`config.mk`:
```
export PLATFORM = sky130hd
export DESIGN_NAME = ms_clk_sel_ctrl
export DESIGN_NICKNAME = d
export VERILOG_FILES = /design/src/rtl/ms_clk_sel_ctrl.sv
export SDC_FILE = /design/constraint.sdc
export NUM_CORES = 1
export LEC_CHECK = 0
export ABC_AREA = 1
export BUFFER_PORTS_ARGS = -buffer_cell sky130_fd_sc_hd__buf_2
export CAP_MARGIN = 0
export CELL_PAD_IN_SITES_DETAIL_PLACEMENT = 0
export CELL_PAD_IN_SITES_GLOBAL_PLACEMENT = 1
export CORE_MARGIN = 2
export CORE_UTILIZATION = 42
export DETAILED_ROUTE_END_ITERATION = 8
export PLACE_DENSITY = 0.87
export SLEW_MARGIN = 25
export SYNTH_ARGS = -nofsm -noshare
export SYNTH_HDL_FRONTEND = slang
export SYNTH_SLANG_ARGS = --single-unit
```
`constraint.sdc`:
```
create_clock -name clk_i -period 2.1 [get_ports clk_i]
set_input_delay 0.21 -clock clk_i [delete_from_list [all_inputs] [get_ports clk_i]]
set_output_delay 0.21 -clock clk_i [all_outputs]
set_load 0.05 [all_outputs]
```
`src/rtl/ms_clk_sel_ctrl.sv`:
```
// Clock-source switch sequencer: parks on 8 MHz, retargets the source mux, then engages
// the new source and divider; also supervises xclk and falls back to 8 MHz when it stops.
module ms_clk_sel_ctrl #(
    parameter int SETTLE_CYC   = 16,
    parameter int XMON_TIMEOUT = 64
) (
    input  logic       clk_i,
    input  logic       rst_i,
    input  logic       req_valid_i,
    output logic       req_ready_o,
    input  logic [1:0] req_src_i,
    input  logic [1:0] req_rosc_i,
    input  logic [1:0] req_div_i,
    input  logic       xclk_tgl_i,
    output logic       sel_n_8mhz_o,
    output logic       sel_xclk_o,
    output logic [1:0] sel_rosc_o,
    output logic [1:0] clk_div_o,
    output logic [1:0] cur_src_o,
    output logic       busy_o,
    output logic       xclk_fail_o
);

    typedef enum logic [2:0] {
        ST_IDLE,
        ST_PARK,
        ST_SETUP,
        ST_ENGAGE,
        ST_DIV
    } state_t;

    localparam logic [7:0] DWELL_LAST = 8'(SETTLE_CYC - 1);
    localparam logic [9:0] GAP_LAST   = 10'(XMON_TIMEOUT - 1);

    state_t     state_q, state_d;
    logic       tgl_s1_q, tgl_s2_q, tgl_s3_q;
    logic [9:0] gap_q, gap_d;
    logic [7:0] dwell_q, dwell_d;
    logic       edge_seen_q, edge_seen_d;
    logic [1:0] src_q, src_d;
    logic [1:0] rosc_q, rosc_d;
    logic [1:0] div_q, div_d;
    logic       sel_n_8mhz_q, sel_n_8mhz_d;
    logic       sel_xclk_q, sel_xclk_d;
    logic [1:0] sel_rosc_q, sel_rosc_d;
    logic [1:0] clk_div_q, clk_div_d;
    logic [1:0] cur_src_q, cur_src_d;
    logic       xclk_fail_q, xclk_fail_d;

    logic tgl_edge;
    logic gap_to;
    logic xclk_lost;

    assign tgl_edge  = tgl_s2_q ^ tgl_s3_q;
    assign gap_to    = (gap_q == GAP_LAST) && !tgl_edge;
    assign xclk_lost = (cur_src_q == 2'd1) && gap_to;

    always_comb begin
        state_d      = state_q;
        dwell_d      = dwell_q;
        edge_seen_d  = edge_seen_q;
        src_d        = src_q;
        rosc_d       = rosc_q;
        div_d        = div_q;
        sel_n_8mhz_d = sel_n_8mhz_q;
        sel_xclk_d   = sel_xclk_q;
        sel_rosc_d   = sel_rosc_q;
        clk_div_d    = clk_div_q;
        cur_src_d    = cur_src_q;
        xclk_fail_d  = xclk_fail_q;
        req_ready_o  = 1'b0;

        // Gap counter saturates so gap_to stays asserted until xclk toggles again.
        if (tgl_edge) begin
            gap_d = '0;
        end else if (gap_q != GAP_LAST) begin
            gap_d = gap_q + 10'd1;
        end else begin
            gap_d = gap_q;
        end

        case (state_q)
            ST_IDLE: begin
                req_ready_o = !xclk_lost;
                if (xclk_lost) begin
                    sel_n_8mhz_d = 1'b0;
                    sel_xclk_d   = 1'b0;
                    clk_div_d    = 2'd0;
                    cur_src_d    = 2'd0;
                    xclk_fail_d  = 1'b1;
                end else if (req_valid_i) begin
                    src_d        = (req_src_i == 2'd3) ? 2'd0 : req_src_i;
                    rosc_d       = req_rosc_i;
                    div_d        = req_div_i;
                    xclk_fail_d  = 1'b0;
                    dwell_d      = '0;
                    sel_n_8mhz_d = 1'b0;
                    state_d      = ST_PARK;
                end
            end
            ST_PARK: begin
                if (dwell_q == DWELL_LAST) begin
                    sel_xclk_d  = (src_q == 2'd1);
                    sel_rosc_d  = (src_q == 2'd2) ? rosc_q : 2'd0;
                    cur_src_d   = 2'd0;
                    dwell_d     = '0;
                    gap_d       = '0;
                    edge_seen_d = 1'b0;
                    state_d     = ST_SETUP;
                end else begin
                    dwell_d = dwell_q + 8'd1;
                end
            end
            ST_SETUP: begin
                if (tgl_edge) begin
                    edge_seen_d = 1'b1;
                end
                if (dwell_q != DWELL_LAST) begin
                    dwell_d = dwell_q + 8'd1;
                end
                // An xclk target must also have shown life before it is engaged.
                if ((dwell_q == DWELL_LAST) &&
                    ((src_q != 2'd1) || edge_seen_q || tgl_edge)) begin
                    state_d = ST_ENGAGE;
                end else if ((src_q == 2'd1) && gap_to) begin
                    xclk_fail_d = 1'b1;
                    sel_xclk_d  = 1'b0;
                    cur_src_d   = 2'd0;
                    state_d     = ST_IDLE;
                end
            end
            ST_ENGAGE: begin
                sel_n_8mhz_d = (src_q != 2'd0);
                cur_src_d    = src_q;
                state_d      = ST_DIV;
            end
            ST_DIV: begin
                clk_div_d = div_q;
                state_d   = ST_IDLE;
            end
            default: begin
                state_d = ST_IDLE;
            end
        endcase
    end

    always_ff @(posedge clk_i) begin
        if (rst_i) begin
            state_q      <= ST_IDLE;
            tgl_s1_q     <= 1'b0;
            tgl_s2_q     <= 1'b0;
            tgl_s3_q     <= 1'b0;
            gap_q        <= '0;
            dwell_q      <= '0;
            edge_seen_q  <= 1'b0;
            src_q        <= 2'd0;
            rosc_q       <= 2'd0;
            div_q        <= 2'd0;
            sel_n_8mhz_q <= 1'b0;
            sel_xclk_q   <= 1'b0;
            sel_rosc_q   <= 2'd0;
            clk_div_q    <= 2'd0;
            cur_src_q    <= 2'd0;
            xclk_fail_q  <= 1'b0;
        end else begin
            state_q      <= state_d;
            tgl_s1_q     <= xclk_tgl_i;
            tgl_s2_q     <= tgl_s1_q;
            tgl_s3_q     <= tgl_s2_q;
            gap_q        <= gap_d;
            dwell_q      <= dwell_d;
            edge_seen_q  <= edge_seen_d;
            src_q        <= src_d;
            rosc_q       <= rosc_d;
            div_q        <= div_d;
            sel_n_8mhz_q <= sel_n_8mhz_d;
            sel_xclk_q   <= sel_xclk_d;
            sel_rosc_q   <= sel_rosc_d;
            clk_div_q    <= clk_div_d;
            cur_src_q    <= cur_src_d;
            xclk_fail_q  <= xclk_fail_d;
        end
    end

    assign sel_n_8mhz_o = sel_n_8mhz_q;
    assign sel_xclk_o   = sel_xclk_q;
    assign sel_rosc_o   = sel_rosc_q;
    assign clk_div_o    = clk_div_q;
    assign cur_src_o    = cur_src_q;
    assign xclk_fail_o  = xclk_fail_q;
    assign busy_o       = (state_q != ST_IDLE);

endmodule

```
==> run metrics <==
run status completed; most common cell in the netlist sky130_fd_sc_hd__nand2_1; master cell of the clock root buffer sky130_fd_sc_hd__clkbuf_8; GRT Total Usage 17.3%; hpwl dp 3.41 mm; Max Freq 512 MHz; final-report max-slew violation count 0; worst max-slew margin expressed relative to the limit 74.3%; clock skew after layout 5.74 ps; number of gates resized after cts 0; full die area 5770 um2; ratio of cells with drive above 1 in the final layout 24.3%; reg-to-reg slack, setup 370 ps; crit share post-route 92.9%; cells after synthesis 306; floorplan die height 75.9 um; total leakage power 0.00108 uW; worst hold slack 118 ps; top post-synthesis cells by count sky130_fd_sc_hd__nand2_1 (62), sky130_fd_sc_hd__dfxtp_1 (40), sky130_fd_sc_hd__nor2_1 (34); remaining antenna violation count 0; IO Count 21; maxcap violations 0; fraction of registers with async set or reset after synthesis 0%; largest buffer count on any clock path 2; power density normalized to cell area 914 nW/um2; number of clock sinks seen by CTS 40; top cells by area in the synthesized netlist sky130_fd_sc_hd__dfxtp_1 (37%), sky130_fd_sc_hd__nand2_1 (11%), sky130_fd_sc_hd__nor2_1 (5.9%); global-route wire length before repair 8.23 mm; Data required, critical path 1890 ps; TritonCTS clock tree built; Die Wd 75.9 um; number of antenna cells inserted 0; total global routing overflow 0; Post-CTS Hold Buffers 0; fraction of synthesized cell area taken by the top area cell type 36.8%; setup total negative slack 0 ps; number of endpoints with negative hold slack in the final report 0; clock transition at the register clock pins on the worst setup and hold paths after CTS 80 ps; pin count of the biggest net entering global routing 24; hold crit path type input pin to flip-flop; DRT Wirelength 4.50 mm; post-CTS setup buffer count 0; crit end category primary output; post-layout min period 1950 ps; DRC violations left 0; critical path class flip-flop to primary output; post-synthesis sequential area ratio 36.8%; number of I/O port buffers 20; critical path peak fanout 9; iteration-0 DRC count of the detailed router 79; number of standard-cell rows in the floorplan 26; layout overhead on the synthesized area 13.1%; number of fill cells 537; core footprint 5040 um2; Clk Latency, worst-skew pair 290 ps; count of distinct cell types in the synthesized netlist 32; cell type with the highest aggregate area in the netlist sky130_fd_sc_hd__dfxtp_1; cts bufs inserted 5; post-synthesis area per instance 7.10 um2; initial standard-cell utilization of the core 43.1%; worst-case vdd ir drop 0.508 mV; Vias per Instance 4.76; warnings from Yosys 0; critical path launch point type flip-flop; area of the mapped netlist 2170 um2; unrepaired setup endpoints after global routing false; EDFF count, synth 0; placer's final routability congestion estimate 0.814; number of global-route vias before repair 1839; Top FF cell, synth sky130_fd_sc_hd__dfxtp_1; final setup vio count 0; total vias in the final route 1918; number of nets in the final layout 344; endpoint arrival time on the critical path 1740 ps; number of nets produced by synthesis 318; transition time at the pin with the least slew margin 384 ps; number of optimization iterations in the first detailed-route pass 4; post-DR wirelength/cell 11.2 um; number of storage elements in the synthesis netlist 40; total number of H-tree levels 2; initial antenna violation count 0
-- power breakdown --
group	switching (uW)	total, uW	internal, uW
sequential	66.0	900	834
combinational	584	809	226
clock	272	539	267
-- flip-flops by register name, indices dropped and copies added (netlist names) --
name and count:
state_q 3, div_q 2, tgl_s3_q 1, clk_div_o 2, tgl_s2_q 1, tgl_s1_q 1, dwell_q 8, cur_src_o 2
sel_rosc_o 2, edge_seen_q 1, sel_n_8mhz_o 1, xclk_fail_o 1, sel_xclk_o 1, gap_q 10, src_q 2, rosc_q 2
-- metal layers --
layer	vias to the layer above	global-route usage, %	part of all wire (%)	wire length (um)
met3	7	3.21	1.9	84
met5	-	0	0	0
met2	14	28.3	46	2050
met1	862	22.9	51	2300
met4	0	6.00	1.3	59
li1	1035	-	-	-
-- metrics by stage --
step	instances	total power, uW	setup slack, ps	cell area [um2]	utilization, %
3_5_place_dp	395	1730	363	2360	46.9
2_1_floorplan	306	1560	319	2170	-
6_report	403	2250	149	2460	48.8
5_1_grt	403	2400	32.5	2460	48.8
3_3_place_gp	395	1730	391	2360	46.9
4_1_cts	403	2280	127	2460	48.8
-- layout by cell type, fill, tap and decap left out, drive strengths merged --
cell type / Yosys / layout
nand2: 80 / 80
nor2: 44 / 44
inv: 44 / 44
dfxtp: 40 / 40
a21oi: 31 / 31
nand3: 26 / 26
buf: 0 / 22
o21ai: 13 / 13
clkbuf: 3 / 7
nand4: 6 / 6
nor3: 5 / 5
a31oi: 3 / 3
or2: 2 / 2
xor2: 2 / 2
ha: 2 / 2
nand3b: 1 / 1
clkinv: 1 / 1
o21bai: 1 / 1
o211ai: 1 / 1
a211oi: 1 / 1
clkinvlp: 0 / 1
-- path summary, 6_finish.rpt --
| path | from | to | cells past startpoint |
|---|---|---|---|
| max | gap_q[0] | req_ready_o | 7 |
| min | xclk_tgl_i | tgl_s1_q | 3 |
| max reg2reg | gap_q[0] | dwell_q[1] | 12 |
| min reg2reg | tgl_s1_q | tgl_s2_q | 2 |
-- cells by family (layout without fill, tap and decap cells) --
| kind of cell | count (synthesis) | in the layout | share of synthesized area, % |
|---|---|---|---|
| flops | 40 | 40 | 36.8 |
| simple gates | 164 | 164 | 39.6 |
| fa+ha+maj | 2 | 2 | 1.15 |
| compound gates | 50 | 50 | 13.2 |
| xor+xnor | 2 | 2 | 0.806 |
| buf+inv | 48 | 75 | 8.41 |
-- area by class of cell --
cell class                      count  area (um2)  area share, %
Inverter                           45         171           6.97
Clock inverter                      1        7.51          0.305
Clock buffer                        7        86.3           3.51
Sequential cell                    40         801           32.6
Timing Repair Buffer               22         115           4.68
Multi-Input combinational cell    218        1190           48.4
Tap cell                           70        87.6           3.56
-- worst max-delay path, cell delays in order (launching register included) --
cell                      delay, ps
sky130_fd_sc_hd__dfxtp_1        340
sky130_fd_sc_hd__ha_1           250
sky130_fd_sc_hd__nand2_2        110
sky130_fd_sc_hd__nor2_4          60
sky130_fd_sc_hd__nand2_4        130
sky130_fd_sc_hd__nor2_8          50
sky130_fd_sc_hd__nor2_4         200
sky130_fd_sc_hd__buf_2          310
(Power assumes the default switching activity.)
